**src/rtl/fdivsqrt_result_hold.sv**
```systemverilog
// ============================================================================
// Module      : fdivsqrt_result_hold
// Description : One-entry retire buffer behind the divide/sqrt FSM. Captures
//               result, flags and measured latency on the rising edge of done
//               and hands them to writeback with a valid/ready handshake.
// Revision    : 1.0 - initial release
// ============================================================================
`default_nettype none

module fdivsqrt_result_hold #(
  parameter int QW   = 64,
  parameter int FLW  = 5,
  parameter int CNTW = 8
) (
  input  logic            clk,
  input  logic            reset,
  input  logic            FlushM,
  input  logic            StartE,
  input  logic            DoneE,
  input  logic            SpecialCaseM,
  input  logic [QW-1:0]   SpecialResM,
  input  logic [QW-1:0]   QuotientM,
  input  logic [FLW-1:0]  FlagsM,
  input  logic            WbReadyW,
  output logic            ResValidW,
  output logic [QW-1:0]   ResultW,
  output logic [FLW-1:0]  FlagsW,
  output logic [CNTW-1:0] LatencyW,
  output logic            HoldFullE
);

  typedef enum logic [0:0] {
    EMPTY = 1'b0,
    FULL  = 1'b1
  } state_t;

  localparam logic [CNTW-1:0] CNT_ONE = CNTW'(1);
  localparam logic [CNTW-1:0] CNT_MAX = '1;

  state_t          state_q, state_d;
  logic            done_q, done_d;
  logic            run_q, run_d;
  logic [CNTW-1:0] cnt_q, cnt_d;
  logic [QW-1:0]   result_q, result_d;
  logic [FLW-1:0]  flags_q, flags_d;
  logic [CNTW-1:0] latency_q, latency_d;

  logic            done_rise;
  logic            capture;
  logic [CNTW-1:0] cnt_inc;

  assign done_rise = DoneE & ~done_q;
  assign cnt_inc   = (cnt_q == CNT_MAX) ? cnt_q : cnt_q + CNT_ONE;

  // A held result can only be replaced when writeback drains it in the same cycle.
  assign capture = done_rise & ~FlushM & ((state_q == EMPTY) | WbReadyW);

  always_comb begin
    state_d   = state_q;
    done_d    = DoneE;
    run_d     = run_q;
    cnt_d     = cnt_q;
    result_d  = result_q;
    flags_d   = flags_q;
    latency_d = latency_q;

    if (StartE) begin
      cnt_d = CNT_ONE;
      run_d = 1'b1;
    end else if (run_q) begin
      cnt_d = cnt_inc;
      if (done_rise) begin
        run_d = 1'b0;
      end
    end

    case (state_q)
      EMPTY: if (done_rise) state_d = FULL;
      FULL:  if (WbReadyW && !done_rise) state_d = EMPTY;
      default: state_d = EMPTY;
    endcase

    if (capture) begin
      result_d  = SpecialCaseM ? SpecialResM : QuotientM;
      flags_d   = FlagsM;
      latency_d = cnt_inc;
    end

    if (FlushM) begin
      state_d = EMPTY;
      run_d   = 1'b0;
      cnt_d   = '0;
      done_d  = 1'b0;
    end
  end

  always_ff @(posedge clk) begin
    if (reset) begin
      state_q   <= EMPTY;
      done_q    <= 1'b0;
      run_q     <= 1'b0;
      cnt_q     <= '0;
      result_q  <= '0;
      flags_q   <= '0;
      latency_q <= '0;
    end else begin
      state_q   <= state_d;
      done_q    <= done_d;
      run_q     <= run_d;
      cnt_q     <= cnt_d;
      result_q  <= result_d;
      flags_q   <= flags_d;
      latency_q <= latency_d;
    end
  end

  assign ResValidW = (state_q == FULL);
  assign HoldFullE = (state_q == FULL);
  assign ResultW   = result_q;
  assign FlagsW    = flags_q;
  assign LatencyW  = latency_q;

endmodule

`default_nettype wire

```
**config.mk**
```make
export PLATFORM = sky130hd
export DESIGN_NAME = fdivsqrt_result_hold
export DESIGN_NICKNAME = d
export VERILOG_FILES = /design/src/rtl/fdivsqrt_result_hold.sv
export SDC_FILE = /design/constraint.sdc
export NUM_CORES = 1
export LEC_CHECK = 0
export ABC_AREA = 0
export ABC_CLOCK_PERIOD_IN_PS = 2000
export BUFFER_PORTS_ARGS = -buffer_cell sky130_fd_sc_hd__buf_2
export CORE_UTILIZATION = 44
export CTS_CLUSTER_DIAMETER = 60
export DETAILED_ROUTE_END_ITERATION = 6
export GPL_TIMING_DRIVEN = 1
export PLACE_DENSITY = 0.8
export SLEW_MARGIN = 0
export SYNTH_ARGS = -nofsm -noshare
export SYNTH_HDL_FRONTEND = slang
export SYNTH_SLANG_ARGS = --single-unit
```
**constraint.sdc**
```tcl
create_clock -name clk -period 2 [get_ports clk]
set_clock_uncertainty 0.05 [all_clocks]
set_input_delay 0.4 -clock clk [delete_from_list [all_inputs] [get_ports clk]]
set_output_delay 0.4 -clock clk [all_outputs]
set_load 0.05 [all_outputs]
```
Word level (Yosys, flattened, before mapping)

Cells that the tools add are included.

Logic and storage cells: 32
Output and inout bits: 79
Input bits: 140
Bits in registers: 88

Mux-type cells: 10
Bitwise operators: 7
Reductions and logical operators: 5
Eq/ne operators: 1
Add/subtract/negate cells: 1

Operators with widths:

| cell                                                           | number |
|---|---|
| 64-bit two-way mux                                             | 1 |
| 8-bit by 1-bit adder with 8-bit output (second input constant) | 1 |
| 8-bit == test (second input constant)                          | 1 |
| 8-bit two-way mux                                              | 1 |
| 1-bit two-way mux                                              | 7 |
| 1-bit AND                                                      | 3 |
| 1-bit inverter                                                 | 3 |
| 3-bit OR reduction                                             | 1 |
| 1-bit case mux with 2 select lines                             | 1 |
| 2-bit nonzero test                                             | 1 |
| 2-bit OR reduction                                             | 1 |
| 1-bit logical AND                                              | 1 |
| 1-bit logical NOT                                              | 1 |
| 1-bit OR                                                       | 1 |

Longest topological paths before layout

Depth after elaboration: 6
Mapped depth: 6
Depth with buffers taken out: 5

Least setup slack after synthesis

OpenSTA, ideal clock, no wires.

Kind: register -> register
From: reg state_q (netlist: HoldFullE)
To: reg result_q[0] (netlist: ResultW[0])
Setup slack: 0.320 ns
Data required time: 1.864 ns
Buffers on the path: 2
Setup time: 0.086 ns
Data arrival time: 1.544 ns
Stages on the path, launching flop included: 6
Period minus slack after synthesis: 1.680 ns
Path through: dfxtp_1 -> nor2b_1 -> nor3_4 -> buf_2 -> buf_2 -> a211oi_1

Cells in the longest elaborated chain, start to end: 3

RTL lines:

| item                   | line | text |
|---|---|---|
| start, declared        | 40   | `state_t state_q, state_d;` |
| start signal, assigned | 107  | `state_q <= state_d;` |
| 1-bit inverter         | n/a  |  |
| 1-bit OR               | 56   | `assign capture = done_rise & ~FlushM & ((state_q == EMPTY) \| WbReadyW);` |
| 1-bit AND              | 56   |  |
| end signal, assigned   | 111  | `result_q <= result_d;` |
| end, declared          | 44   | `logic [QW-1:0] result_q, result_d;` |

No other way between the ends.
A chain may end at the register's enable or synchronous reset.

Final worst setup path

From: reg cnt_q[0]
To: reg cnt_q[5]

Cells in the longest elaborated chain, start to end: 2
Elaborated cells between the ends (all ways): 3

RTL lines:

| item                                                                    | line | text |
|---|---|---|
| start, declared                                                         | 43   | `logic [CNTW-1:0] cnt_q, cnt_d;` |
| start signal, assigned                                                  | 110  | `cnt_q <= cnt_d;` |
| 8-bit by 1-bit adder with 8-bit output or 8-bit == test (tied branches) | 53   | `assign cnt_inc = (cnt_q == CNT_MAX) ? cnt_q : cnt_q + CNT_ONE;` |
| 8-bit two-way mux (*)                                                   | 53   |  |

Every way passes the cells marked *; elsewhere a longest branch is shown, timed or not.

==> out/qor.yml <==
internal-power_mw: 2.67
clk_latency_ns: 0.35
drv_slew: 0
synth_edf_count: 0
worst_pin_slew_ns: 0.400
fin_crit_sh_pct: 85.9
drc: 0
path_max_fanout: 6
synth_warnings: 0
critPathLaunchType: "flop"
routed_via_density: 5.09
grt_overflow: 0
firstDrtPassIters: 4
fin_area_um2: 5210
detail-route-antenna-nets: 0
antenna_found_initial: 0
hold_class: "in2reg"
root_buffer: "clkbuf_8"
worst-r2r-setup-slack_ns: 0.28
setup.worst_path.end_class: "flop"
drt-initial-drc-count: 48
yosysUniqueCellTypes: 42
wire_per_inst_um: 13.8
hold_violations: 0
io_buffer_count: 218
syn_area_per_cell_um2: 9.50
htree_levels: 3
drive_above_1_share_pct: 40.2
p_leak_nw: 2.51
grt_setup_unrepaired: "no"
cts_tree: "yes"
grt_pass1_wl_mm: 14.9
arrival_ns: 1.94
hold_buffers: 0
initial_core_util_pct: 46.5
synth_commonest_cells: "dfxtp_1, nor2_1, mux2i_1, a211oi_1, buf_2"
post_synth_inst_count: 410
setup_violations: 0
grt_pass1_vias: 3282
clockBufferDepth: 2
die_area_um2: 9230
layout-area-overhead-vs-synth_pct: 33.9
power_frac_seq_pct: 47.6
pwr-share-clk_pct: 28.3
yosysSeqAreaShare_pct: 45.2
post-synth-top-count-cell: "dfxtp_1"
die_y_um: 96.1
coreArea_um2: 8380
fmax_mhz: 582
ys_top_cells_by_area: "dfxtp_1, mux2i_1, a211oi_1, nor2_1, buf_2"
cts_buffers: 9
io_pins: 219
drv_cap: 0
syn_area_um2: 3890
synth-main-ff-cell: "dfxtp_1"
setup_tns_ns: 0
synth_top_cell_by_area: "dfxtp_1"
routed-via-count: 3657
p_sw_share_pct: 33.6
dpl_cell_area_um2: 5030
crit_type: "reg2reg"
nets: 750
drt_wl_total_mm: 9.90
cts_resized: 0
vdd_drop_max_uv: 404
switching_power_mw: 1.35
synthArstFlopShare_pct: 0
synth.top_cell.area_share_pct: 45.2
synth-seq-cells: 88
clk_pin_slew_ns: 0.09
grt_max_degree: 82
period_minus_slack_ns: 1.72
required_ns: 2.23
gp_congestion: 0.805
dieWidth_um: 96.1
slew-limit-headroom_pct: 73.1
status: "completed"
antenna_cells: 0
grtUsageTotal_pct: 20.6
synth_fp_nets: 551
clock_sinks: 88
combPwrFrac_pct: 24.1
dp_hpwl_mm: 7.32
powerDensity_nw_per_um2: 770
cts_setup_buffers: 0
rows: 33
-- cell usage in the layout (no fill, tap or decap), types with 4 or more instances in the layout --
| cell | instances |
|---|---|
| buf_2 | 217 |
| nor2_1 | 68 |
| nand2_1 | 16 |
| o211ai_1 | 5 |
| nand3_1 | 4 |
| clkbuf_8 | 10 |
| a211oi_1 | 65 |
| nor3_1 | 5 |
| mux2i_1 | 66 |
| dfxtp_1 | 88 |
| a21oi_1 | 15 |
| buf_12 | 5 |
| o21ai_0 | 4 |
-- flip-flops by register name (all words and copies together), names as in the netlist --
name       count
done_q         1
HoldFullE      1
cnt_q          8
ResultW       64
LatencyW       8
FlagsW         5
run_q          1
-- power groups by stage --
stage	clock network [mW]	logic [mW]	registers, mW
after floorplan	0	0.322	2.30
after global placement	0	0.959	1.94
after detailed placement	0	0.975	1.95
after CTS	1.17	0.977	1.91
after global routing	1.24	1.04	1.92
final	1.14	0.969	1.91
-- metrics by stage --
stage | setup WS (ns) | hold slack (ns) | power, mW | util, % | instances
2_1_floorplan | 0.320 | 0.411 | 2.62 | - | 410
3_3_place_gp | 0.371 | 0.397 | 2.90 | 60.1 | 703
3_5_place_dp | 0.315 | 0.402 | 2.92 | 60.1 | 703
4_1_cts | 0.279 | 0.220 | 4.05 | 62.2 | 719
5_1_grt | 0.148 | 0.219 | 4.20 | 62.2 | 719
6_report | 0.282 | 0.226 | 4.01 | 62.2 | 719
-- area by class of cell --
cell class / instances / area [µm²]
clock inverter: 6 / 42.5
inverter: 2 / 7.51
sequential: 88 / 1760
timing repair buffer: 224 / 1200
clock buffer: 10 / 138
fill: 744 / 3170
multi-input combinational: 284 / 1930
tap: 105 / 131
-- worst max-delay path, cell delays in order (launching register included) --
cell and delay (ns):
dfxtp_1 0.40, ha_1 0.26, nand3_1 0.20, or2_4 0.33, a211o_1 0.30, a21oi_1 0.11
-- cells by family (layout without fill, tap and decap cells) --
kind of cell / after synthesis / after routing / synth area share [%]
and+or+nand+nor: 117 / 117 / 14.1
AOI/OAI and AO/OA: 97 / 97 / 17.6
DFF: 88 / 88 / 45.2
muxes: 66 / 66 / 17.0
buffers and inverters: 38 / 242 / 5.17
xor gates and xnor gates: 3 / 3 / 0.675
adders and majority gates: 1 / 1 / 0.321
-- layer usage --
layer | global-route usage, % | share of wire, % | vias up
li1 | - | - | 1887
met1 | 23.7 | 41 | 1627
met2 | 37.5 | 50 | 131
met3 | 4.90 | 7.6 | 12
met4 | 5.85 | 1.1 | 0
met5 | 0 | 0 | -
-- final timing paths --
| kind | end | from | cells after the start |
|---|---|---|---|
| hold reg to reg | FlagsW[0] | FlagsW[0] | 2 |
| setup reg to reg | cnt_q[5] | cnt_q[0] | 5 |
| hold / removal | done_q | DoneE | 2 |
| setup / recovery | cnt_q[5] | cnt_q[0] | 5 |
Power figures use the tool's default switching activity.
